File: src/rtl/sipo_rx_ctrl.sv
// rtl/sipo_rx_ctrl.sv - frame sequencer for an external sipo shift register (optional parity: SIPO_RX_CTRL_PARITY_EN)
module sipo_rx_ctrl #(
    parameter int DATA_WIDTH = 8,
    parameter int ODD_PARITY = 0
) (
    input  logic                  clk,
    input  logic                  reset,
    input  logic                  bit_tick,
    input  logic                  rx_bit,
    input  logic                  abort,
    output logic                  sr_enable,
    output logic                  sr_set_ones,
    output logic                  sr_data,
    input  logic [DATA_WIDTH-1:0] sr_q,
    output logic [DATA_WIDTH-1:0] out_data,
    output logic                  out_valid,
    input  logic                  out_ready,
    output logic                  frame_err,
    output logic                  parity_err,
    output logic                  overrun,
    output logic                  busy
);

    localparam int CW = $clog2(DATA_WIDTH);
    localparam logic [CW-1:0] LAST_BIT = CW'(DATA_WIDTH - 1);

`ifdef SIPO_RX_CTRL_PARITY_EN
    typedef enum logic [1:0] {
        S_IDLE   = 2'd0,
        S_DATA   = 2'd1,
        S_PARITY = 2'd2,
        S_STOP   = 2'd3
    } state_t;
`else
    typedef enum logic [1:0] {
        S_IDLE = 2'd0,
        S_DATA = 2'd1,
        S_STOP = 2'd3
    } state_t;
`endif

    state_t                state_q, state_d;
    logic [CW-1:0]         cnt_q, cnt_d;
    logic [DATA_WIDTH-1:0] out_data_q, out_data_d;
    logic                  out_valid_q, out_valid_d;
    logic                  frame_err_q, frame_err_d;
    logic                  overrun_q, overrun_d;
    logic                  bad_parity;

`ifdef SIPO_RX_CTRL_PARITY_EN
    logic parity_q, parity_d;
    logic mismatch_q, mismatch_d;
    logic parity_err_q, parity_err_d;
    assign bad_parity = mismatch_q;
`else
    logic unused_odd_parity;
    assign unused_odd_parity = (ODD_PARITY != 0);
    assign bad_parity        = 1'b0;
`endif

    // State register and holding register, cleared asynchronously
    always_ff @(posedge clk or posedge reset) begin
        if (reset) begin
            state_q      <= S_IDLE;
            cnt_q        <= '0;
            out_data_q   <= '0;
            out_valid_q  <= 1'b0;
            frame_err_q  <= 1'b0;
            overrun_q    <= 1'b0;
`ifdef SIPO_RX_CTRL_PARITY_EN
            parity_q     <= 1'b0;
            mismatch_q   <= 1'b0;
            parity_err_q <= 1'b0;
`endif
        end else begin
            state_q      <= state_d;
            cnt_q        <= cnt_d;
            out_data_q   <= out_data_d;
            out_valid_q  <= out_valid_d;
            frame_err_q  <= frame_err_d;
            overrun_q    <= overrun_d;
`ifdef SIPO_RX_CTRL_PARITY_EN
            parity_q     <= parity_d;
            mismatch_q   <= mismatch_d;
            parity_err_q <= parity_err_d;
`endif
        end
    end

    // Next-state, shift-register control, capture and handshake
    always_comb begin
        state_d      = state_q;
        cnt_d        = cnt_q;
        out_data_d   = out_data_q;
        out_valid_d  = out_valid_q;
        frame_err_d  = 1'b0;
        overrun_d    = 1'b0;
        sr_enable    = 1'b0;
        sr_set_ones  = 1'b0;
`ifdef SIPO_RX_CTRL_PARITY_EN
        parity_d     = parity_q;
        mismatch_d   = mismatch_q;
        parity_err_d = 1'b0;
`endif

        // Consumer takes the word; a same-cycle capture below overrides this
        if (out_valid_q && out_ready) begin
            out_valid_d = 1'b0;
        end

        if (state_q != S_IDLE && abort) begin
            // Abort wins over a coincident tick; re-preload the register
            sr_enable   = 1'b1;
            sr_set_ones = 1'b1;
            state_d     = S_IDLE;
        end else if (bit_tick) begin
            case (state_q)
                S_IDLE: begin
                    if (!rx_bit) begin
                        sr_enable   = 1'b1;
                        sr_set_ones = 1'b1;
                        cnt_d       = '0;
`ifdef SIPO_RX_CTRL_PARITY_EN
                        parity_d    = 1'b0;
                        mismatch_d  = 1'b0;
`endif
                        state_d     = S_DATA;
                    end
                end
                S_DATA: begin
                    sr_enable = 1'b1;
                    cnt_d     = cnt_q + CW'(1);
`ifdef SIPO_RX_CTRL_PARITY_EN
                    parity_d  = parity_q ^ rx_bit;
                    if (cnt_q == LAST_BIT) begin
                        state_d = S_PARITY;
                    end
`else
                    if (cnt_q == LAST_BIT) begin
                        state_d = S_STOP;
                    end
`endif
                end
`ifdef SIPO_RX_CTRL_PARITY_EN
                S_PARITY: begin
                    mismatch_d = ((parity_q ^ rx_bit) != (ODD_PARITY != 0));
                    state_d    = S_STOP;
                end
`endif
                S_STOP: begin
                    state_d = S_IDLE;
                    if (!rx_bit) begin
                        frame_err_d = 1'b1;
                    end else if (bad_parity) begin
`ifdef SIPO_RX_CTRL_PARITY_EN
                        parity_err_d = 1'b1;
`endif
                    end else if (!out_valid_q || out_ready) begin
                        out_data_d  = sr_q;
                        out_valid_d = 1'b1;
                    end else begin
                        overrun_d = 1'b1;
                    end
                end
                default: begin
                    state_d = S_IDLE;
                end
            endcase
        end
    end

    assign sr_data   = rx_bit;
    assign out_data  = out_data_q;
    assign out_valid = out_valid_q;
    assign frame_err = frame_err_q;
    assign overrun   = overrun_q;
    assign busy      = (state_q != S_IDLE);
`ifdef SIPO_RX_CTRL_PARITY_EN
    assign parity_err = parity_err_q;
`else
    assign parity_err = 1'b0;
`endif

endmodule

File: config.mk
export PLATFORM = sky130hd
export DESIGN_NAME = sipo_rx_ctrl
export DESIGN_NICKNAME = d
export VERILOG_FILES = /design/src/rtl/sipo_rx_ctrl.sv
export SDC_FILE = /design/constraint.sdc
export NUM_CORES = 1
export LEC_CHECK = 0
export ABC_AREA = 0
export BUFFER_PORTS_ARGS = -buffer_cell sky130_fd_sc_hd__buf_2
export CAP_MARGIN = 20
export CORE_UTILIZATION = 30
export DETAILED_ROUTE_END_ITERATION = 12
export PLACE_DENSITY_LB_ADDON = 0.25
export SLEW_MARGIN = 20
export SYNTH_ARGS = -nofsm -noshare
export SYNTH_HDL_FRONTEND = slang
export SYNTH_SLANG_ARGS = --single-unit
export TNS_END_PERCENT = 50
File: constraint.sdc
create_clock -name clk -period 1.53 [get_ports clk]
set_input_delay 0.153 -clock clk [delete_from_list [all_inputs] [get_ports clk]]
set_output_delay 0.153 -clock clk [all_outputs]
set_load 0.005 [all_outputs]
; Word-level counts from Yosys, hierarchy flattened
; Index checks and enable logic that the tools add are counted.
[totals]
register_bits = 16
elab_cells = 53
memories = 0
output_inout_bits = 16
latch_bits = 0
rom_bits = 0
input_bits = 14
ram_bits = 0
[op_classes]
addsub = 1
multipliers = 0
shift = 0
order_cmp = 0
eq_ne = 6
n_reduce_logical = 11
mux = 28
n_div = 0
bitwise = 1
[ops]
columns = cell, n
row1 = two-way mux 1 bit, 20
row2 = two-way mux 2 bit, 4
row3 = "!= test 3 bit, second input constant", 2
row4 = one-hot mux 3 bit (2 select lines), 1
row5 = nonzero test 2 bit, 3
row6 = AND reduction 5 bit, 1
row7 = one-hot mux 2 bit (2 select lines), 1
row8 = AND reduction 4 bit, 1
row9 = "adder 3 x 1 -> 3 bit, second input constant", 1
row10 = "equality test 3 bit, second input constant", 1
row11 = two-way mux 3 bit, 1
row12 = AND reduction 3 bit, 1
row13 = "equality test 2 x 1 -> 1 bit, second input constant", 1
row14 = "equality test 2 bit, second input constant", 1
row15 = logical AND 1 bit, 2
row16 = logical NOT 2 bit, 1
row17 = "!= test 2 bit, second input constant", 1
row18 = one-hot mux 1 bit (2 select lines), 1
row19 = logical NOT 1 bit, 1
row20 = logical OR 1 bit, 1
row21 = NOT 1 bit, 1

; Longest topological paths before layout
; Gate-level depths: netlist of run 1.
[depth]
depth_word = 7
mapped_depth = 4
ltp_nobuf = 4

; Worst setup path after synthesis of run 1
; OpenSTA, ideal clock, no wires.
[synth_path]
kind = flip-flop to flip-flop
start = register cnt_q[0]
end = register cnt_q[2]
required_ns = 1.402
arrival_time_ns = 1.220
path_stages_with_launch = 5
synth_period_minus_slack_ns = 1.348
setup_time_ns = 0.128
slack_ns = 0.182
n_path_buf = 0
cell_sequence = dfrtp_1 ha_1 ha_1 and3b_1 mux2_1
[synth_via]
elab_chain_len = 2
[synth_rtl]
columns = item, line_no
row1 = "start, declared", 43  ; logic [CW-1:0] cnt_q, cnt_d;
row2 = "start signal, assigned", 77  ; cnt_q <= cnt_d;
row3 = adder 3 x 1 -> 3 bit, 132  ; cnt_d = cnt_q + CW'(1);
row4 = one-hot mux 3 bit (2 select lines), 117  ; case (state_q)
; No other way between the ends.
; A chain may end at the register's enable or synchronous reset.

; Worst setup path in the final report of run 1
[layout_path]
start = register state_q[0]
end = output sr_set_ones
[layout_via]
elab_chain_len = 4
elab_cells_between_ends = 6
cone_classes = mux: 3 / reduce/logical: 3
[layout_rtl]
columns = item, line_no
row1 = "start, declared", 42  ; state_t state_q, state_d;
row2 = "start signal, assigned", 76  ; state_q <= state_d;
row3 = logical NOT 2 bit, 117
row4 = two-way mux 1 bit, 117
row5 = two-way mux 1 bit, 116  ; end else if (bit_tick) begin
row6 = two-way mux 1 bit *, 111  ; if (state_q != S_IDLE && abort) begin
row7 = "end, declared", 12  ; output logic sr_set_ones,
; Mark *: on every way between the ends. The rest lies on a longest branch, timed or not.

==> metrics.cfg, run 1 <==
[synthesis]
yosysUniqueCellTypes = 20
synthFlopType = dfrtp_1
ys_warn_count = 0
synth_async_sr_flop_share_pct = 100.0
synth_top_area_cell = dfrtp_1
ys_top_cells_by_area = dfrtp_1 (51%), mux2_4 (15%), mux2_1 (4.3%)
yosysMostFrequentCell = dfrtp_1
seq_area_frac_synth_pct = 51.12
synth_cells = 63
synthTopCellsByCount = dfrtp_1 (16), mux2_4 (8), nand2_1 (6)
syn_area_um2 = 783.3
synth_edf_count = 0
syn-num-nets = 79
syn_area_per_cell_um2 = 12.43
synth_top_area_share_pct = 51.12
ys_ff_latch = 16

[power]
p_sw_share_pct = 22.78
p_sw_uw = 187.4
powerDensity_mw_per_mm2 = 819.1
seqPwrFrac_pct = 55.5
internal-power_uw = 635.5
pwr-share-comb_pct = 11.5
leakage_nw = 0.5854
power.share.clock_pct = 33.1
peakVddDrop_uv = 487.0

[timing]
rsz0062_at_grt = true
finalSetupViolations = 0
slew_headroom_pct = 60.92
fin_crit_sh_pct = 95.82
fin_crit_ns = 1.466
whs_ns = 0.08350
worst_slew_pin_slew_ns = 0.5855
hold_violations = 0
drv_slew = 0
clock.fmax_mhz = 682.1
fin_skew_ns = 0.005834

[clock_tree]
htree_levels = 1
worstSkewPairLatency_ns = 0.28
clk_pin_slew_ns = 0.08
cts_buffers = 3
clock_path_buffers = 2
tritoncts = built
cts_root_buf = clkbuf_4
clock_sinks = 16

[routing]
drt_first_pass_iters = 3
avgViaCountPerCell = 4.435
wl_um = 1462
ant_nets = 0
vias = 550
drc = 0
avgRoutedWirePerCell_um = 11.79
first_iter_violations = 3

[setup_path]
ff2ff_path_depth = 4
crit_path_start = state_q[0]
worstReg2RegStart = state_q[1]
crit_type = reg -> out
worstReg2RegEnd = out_data[1]
cp.required_ns = 1.38
crit_end = sr_set_ones
arrival_ns = 1.31
end_kind = output port
cp_max_fo = 10
worstSetupStartpointType = flop
reg2reg_slack_ns = 0.13

[cells_and_area]
num_antenna_cells = 0
fin_nets = 111
layout-drive-gt1-share_pct = 50.00
seqCellArea_um2 = 401.6
nFillCells = 254
multi_input_area_um2 = 352.8
area_growth_pct = 28.27
final_util_pct = 40.56

[status]
outcome = finished clean

[placed_design]
hpwlAfterDp_um = 1095
gp_congestion = 0.7402
port_buffers = 28

[global_routing]
grt_first_pass_wirelength_um = 2270
antenna_found_initial = 0
grt_max_degree = 17
overflow = 0
track_usage_pct = 11.82
first_global_vias = 493

[floorplan]
coreArea_mm2 = 0.002477
dieHeight_um = 53.10
die_x_um = 53.10
io-pin-count = 30
rows = 18
dieArea_mm2 = 0.002819
initial_core_util_pct = 31.62

[hold_path]
hold_path.class = in -> reg
holdPathStages = 2

[job]
drv_cap = 0

## cells by family (layout without fill, tap and decap cells)
group	after synthesis	after routing	share of synthesized area (%)
compound gates	4	4	2.555
fa+ha+maj	2	2	3.194
buf+inv	6	37	4.793
flops	16	16	51.12
mux	11	11	19.65
other cells	1	1	0.4788
simple gates	23	23	18.21
## final cells by class
cell class                      instances  area share (%)
Clock buffer                            4           3.611
Inverter                                2          0.7472
Multi-Input combinational cell         41           35.12
Sequential cell                        16           39.98
Tap cell                               30           3.736
Timing Repair Buffer                   31           16.81
## repair_timing
item                                    CTS  global route
endpoints found under the setup margin    1             2
pin swaps                                 0             1
buffers inserted                          1             0
gates cloned                              0             0
hold buffers                              1             0
hold endpoints to repair                 16             0
resized for setup                         0             4
## per-layer routing
layer | track usage (%) | wire [µm]
met1 | 12.90 | 631
met2 | 20.25 | 772
met3 | 5.172 | 40
met4 | 3.947 | 17
met5 | 0 | 0
## placed cells by master (no fill, tap or decap), drive strengths merged
cell and n:
buf 30, dfrtp 16, mux2 11, nand2 6, nor2 4, clkbuf 4
nand2b 3, nor2b 3, and3b 2, a21oi 2, inv 2, ha 2
nand3 2, o21ai 2, and4b 1, or3 1, nor3b 1, conb 1
dlygate4sd3 1
## how the worst min path moves through the flow
| stage | startpoint | end | slack (ns) |
|---|---|---|---|
| after floorplan | reset | cnt_q[0] | 0.07 |
| after global placement | reset | out_data[1] | 0.25 |
| after detailed placement | reset | out_data[0] | 0.25 |
| after CTS | abort | state_q[1] | 0.06 |
| after global routing | sr_q[3] | out_data[3] | 0.07 |
| final | abort | state_q[1] | 0.08 |
## registers in the layout (all words and copies together) (netlist names)
| name | cells |
|---|---|
| out_data | 8 |
| out_valid | 1 |
| overrun | 1 |
| frame_err | 1 |
| state_q | 2 |
| cnt_q | 3 |
## through the flow
stage	setup TNS, ns	setup WS [ns]	instance area [µm²]	std cells	power (mW)
2_1_floorplan	0	0.1820	783.3	63	0.5196
5_1_grt	-0.008273	-0.008273	1005	124	0.8778
6_report	0	0.06388	1005	124	0.8229
3_5_place_dp	0	0.1364	938.4	118	0.5560
3_3_place_gp	0	0.1352	938.4	118	0.5538
4_1_cts	0	0.01693	992.2	124	0.8329
## critical path, stage by stage (launching register included)
cell	delay, ns
dfrtp_2	0.46
or3_4	0.40
nand2_1	0.07
buf_2	0.10
## power groups by stage
| stage | clock network (mW) | registers (mW) | logic, mW |
|---|---|---|---|
| after floorplan | 0 | 0.456 | 0.0633 |
| after global placement | 0 | 0.464 | 0.0895 |
| after detailed placement | 0 | 0.463 | 0.0926 |
| after CTS | 0.282 | 0.456 | 0.0945 |
| after global routing | 0.309 | 0.461 | 0.108 |
| final | 0.272 | 0.457 | 0.0943 |
Note: power is estimated with default switching activity, not from simulation.
==> run 2, diff against run 1 <==
--- a/config.mk
+++ b/config.mk
@@ -12,5 +12,5 @@
 export DETAILED_ROUTE_END_ITERATION = 12
 export PLACE_DENSITY_LB_ADDON = 0.25
-export SLEW_MARGIN = 20
+export SLEW_MARGIN = 10
 export SYNTH_ARGS = -nofsm -noshare
 export SYNTH_HDL_FRONTEND = slang
==> constraint.sdc (replaced) <==
create_clock -name clk -period 1.53 [get_ports clk]
set_input_delay 0.153 -clock clk [delete_from_list [all_inputs] [get_ports clk]]
set_output_delay 0.153 -clock clk [all_outputs]
set_load 0.02 [all_outputs]
==> run 2 against run 1 <==
Fmax is 3.0% lower. Combinational power is 44% higher. Critical endpoint is now sr_enable. Wire length is 0.55% higher. Global-route usage is 0.43 points lower. Worst hold slack better by 0.0046 ns. Critical path type unchanged. Total power is 5.3% higher. Final area is 4.2% higher. Largest cell class unchanged. Clock-buffer cell count stayed put. Critical path depth is 2 higher.
==> metrics.cfg, run 2 (same netlist as run 1, synthesis figures left out) <==
[status]
outcome = finished clean

[timing]
drv_slew = 0  ; unchanged
hold_violations = 0  ; unchanged
setup_tns_ns = 0  ; unchanged
finalSetupViolations = 0  ; unchanged
slew_headroom_pct = 60.51  ; -0.42 points
clock.fmax_mhz = 661.9  ; -3.0%
whs_ns = 0.08814  ; +0.004638 ns
setup_ws_ns = 0.01918  ; -0.04470 ns
fin_crit_sh_pct = 98.75  ; +2.9 points
worst_slew_pin_slew_ns = 0.5917  ; +0.006230 ns
rsz0062_at_grt = true
fin_skew_ns = 0.005186  ; -0.0006481 ns
fin_crit_ns = 1.511  ; +0.04470 ns

[global_routing]
first_global_vias = 502  ; +1.8%
track_usage_pct = 11.39  ; -0.43 points
overflow = 0  ; unchanged
antenna_found_initial = 0  ; unchanged
grt_max_degree = 17  ; unchanged
grt_first_pass_wirelength_um = 2242  ; -1.2%

[cells_and_area]
final_util_pct = 42.27  ; +1.7 points
num_antenna_cells = 0  ; unchanged
fin_nets = 116  ; +4.5%
area_growth_pct = 33.71
stdcell_count = 129  ; +4.0%
largest_reg_flops = 8  ; unchanged
layout_commonest_cell = buf_2
layout-drive-gt1-share_pct = 53.54  ; +3.5 points
multi_input_area_um2 = 356.6  ; +1.1%
final_area_mm2 = 0.001047  ; +4.2%
final_cell_mix = buf_2 (26), dfrtp_1 (15), buf_4 (9)
seqCellArea_um2 = 401.6  ; unchanged
nFillCells = 258  ; +1.6%

[power]
finalPower_uw = 866.9  ; +5.3%
seqPwrFrac_pct = 52.2  ; -3.3 points
leakage_nw = 0.6103  ; +4.3%
p_sw_share_pct = 24.51  ; +1.7 points
peakVddDrop_uv = 699.1  ; +44%
pwr-share-comb_pct = 15.6  ; +4.1 points
p_sw_uw = 212.5  ; +13%
power.share.clock_pct = 32.1  ; -1.0 points
internal-power_uw = 654.4  ; +3.0%
powerDensity_mw_per_mm2 = 827.8  ; +1.1%

[clock_tree]
clock_path_buffers = 2  ; unchanged
clk_pin_slew_ns = 0.09  ; about the same
htree_levels = 1  ; unchanged
worstSkewPairLatency_ns = 0.29  ; about the same
cts_buffers = 3  ; unchanged
cts_root_buf = clkbuf_4
clock_sinks = 16  ; unchanged
tritoncts = built

[floorplan]
dieHeight_um = 53.10  ; unchanged
io-pin-count = 30  ; unchanged
rows = 18  ; unchanged
dieArea_mm2 = 0.002819  ; unchanged
initial_core_util_pct = 31.62  ; unchanged
coreArea_mm2 = 0.002477  ; unchanged
die_x_um = 53.10  ; unchanged

[routing]
avgViaCountPerCell = 4.481  ; +1.0%
avgRoutedWirePerCell_um = 11.40  ; -3.3%
vias = 578  ; +5.1%
wl_um = 1470  ; +0.55%
ant_nets = 0  ; unchanged
drt_first_pass_iters = 4  ; +1
drc = 0  ; unchanged
first_iter_violations = 11  ; +8

[setup_path]
end_kind = output port
arrival_ns = 1.36  ; +0.05 ns
cp_max_fo = 6  ; -4
cp.required_ns = 1.38  ; about the same
crit_type = reg -> out
cpPeakStageDelay_ns = 0.44  ; -0.02 ns
cpMaxStageDelayCell = dfrtp_1
crit_path_start = state_q[1]
path_cells = nor2b_1 -> buf_4 -> nor2_2 -> a21oi_1 -> buf_4
worstSetupStartpointType = flop
cpMostUsedCell = buf_4
worstReg2RegStart = cnt_q[0]

[placed_design]
hpwlAfterDp_um = 1074  ; -1.9%
port_buffers = 28  ; unchanged
gp_congestion = 0.7781  ; +5.1%
placed_area_um2 = 945.9  ; +0.80%
pre_cts_ws_ns = 0.1230  ; -0.01333 ns
place_inst = 119  ; +0.85%

[job]
drv_cap = 0  ; unchanged

[hold_path]
hold_path.class = in -> reg
hp-start = abort

-- run 2: changes by cell type in the layout (fill, tap and decap cells not counted), sizes merged --
cell,change
buf,+5
-- run 2: final timing paths --
kind                            slack (ns)  depth (start not counted)           to
worst min-delay path                  0.09                          2   state_q[1]
max in group asynchronous             0.65                          3   state_q[0]
worst min register to register        0.51                          1     cnt_q[2]
min in group asynchronous             0.46                          3  out_data[1]
worst max-delay path                  0.02                          5    sr_enable
worst max register to register        0.14                          4     cnt_q[2]
-- run 2: per-layer routing --
| layer | track usage [%] | vias to the layer above | part of all wire (%) |
|---|---|---|---|
| met1 | 13.05 | 283 | 42 |
| met2 | 18.99 | 13 | 52 |
| met4 | 2.632 | 0 | 1.2 |
| met5 | 0 | - | 0 |
| li1 | - | 280 | - |
| met3 | 5.460 | 2 | 4.3 |
-- run 2: layout make-up --
type                            instances  area share (%)
Sequential cell                        16           38.35
Multi-Input combinational cell         41           34.05
Tap cell                               30           3.584
Clock buffer                            4           3.465
Timing Repair Buffer                   36           19.83
Inverter                                2          0.7168
-- run 2: power groups by stage --
| stage | sequential, mW | combinational (mW) | clock (mW) |
|---|---|---|---|
| after floorplan | 0.456 | 0.0773 | 0 |
| after global placement | 0.464 | 0.105 | 0 |
| after detailed placement | 0.464 | 0.107 | 0 |
| after CTS | 0.453 | 0.126 | 0.293 |
| after global routing | 0.457 | 0.152 | 0.316 |
| final | 0.453 | 0.136 | 0.279 |
-- run 2: repair_timing --
item	in CTS	in global routing
endpoints found under the setup margin	1	3
hold endpoints to repair	16	0
setup buffers	3	2
gates resized for setup	1	5
hold buffers	1	0
-- run 2: critical path, delay by kind of cell (launching register included) --
kind | cells | cell delay [ns]
AOI/OAI and AO/OA | 1 | 0.11
and+or+nand+nor | 2 | 0.23
DFF | 1 | 0.44
buffers and inverters | 2 | 0.30
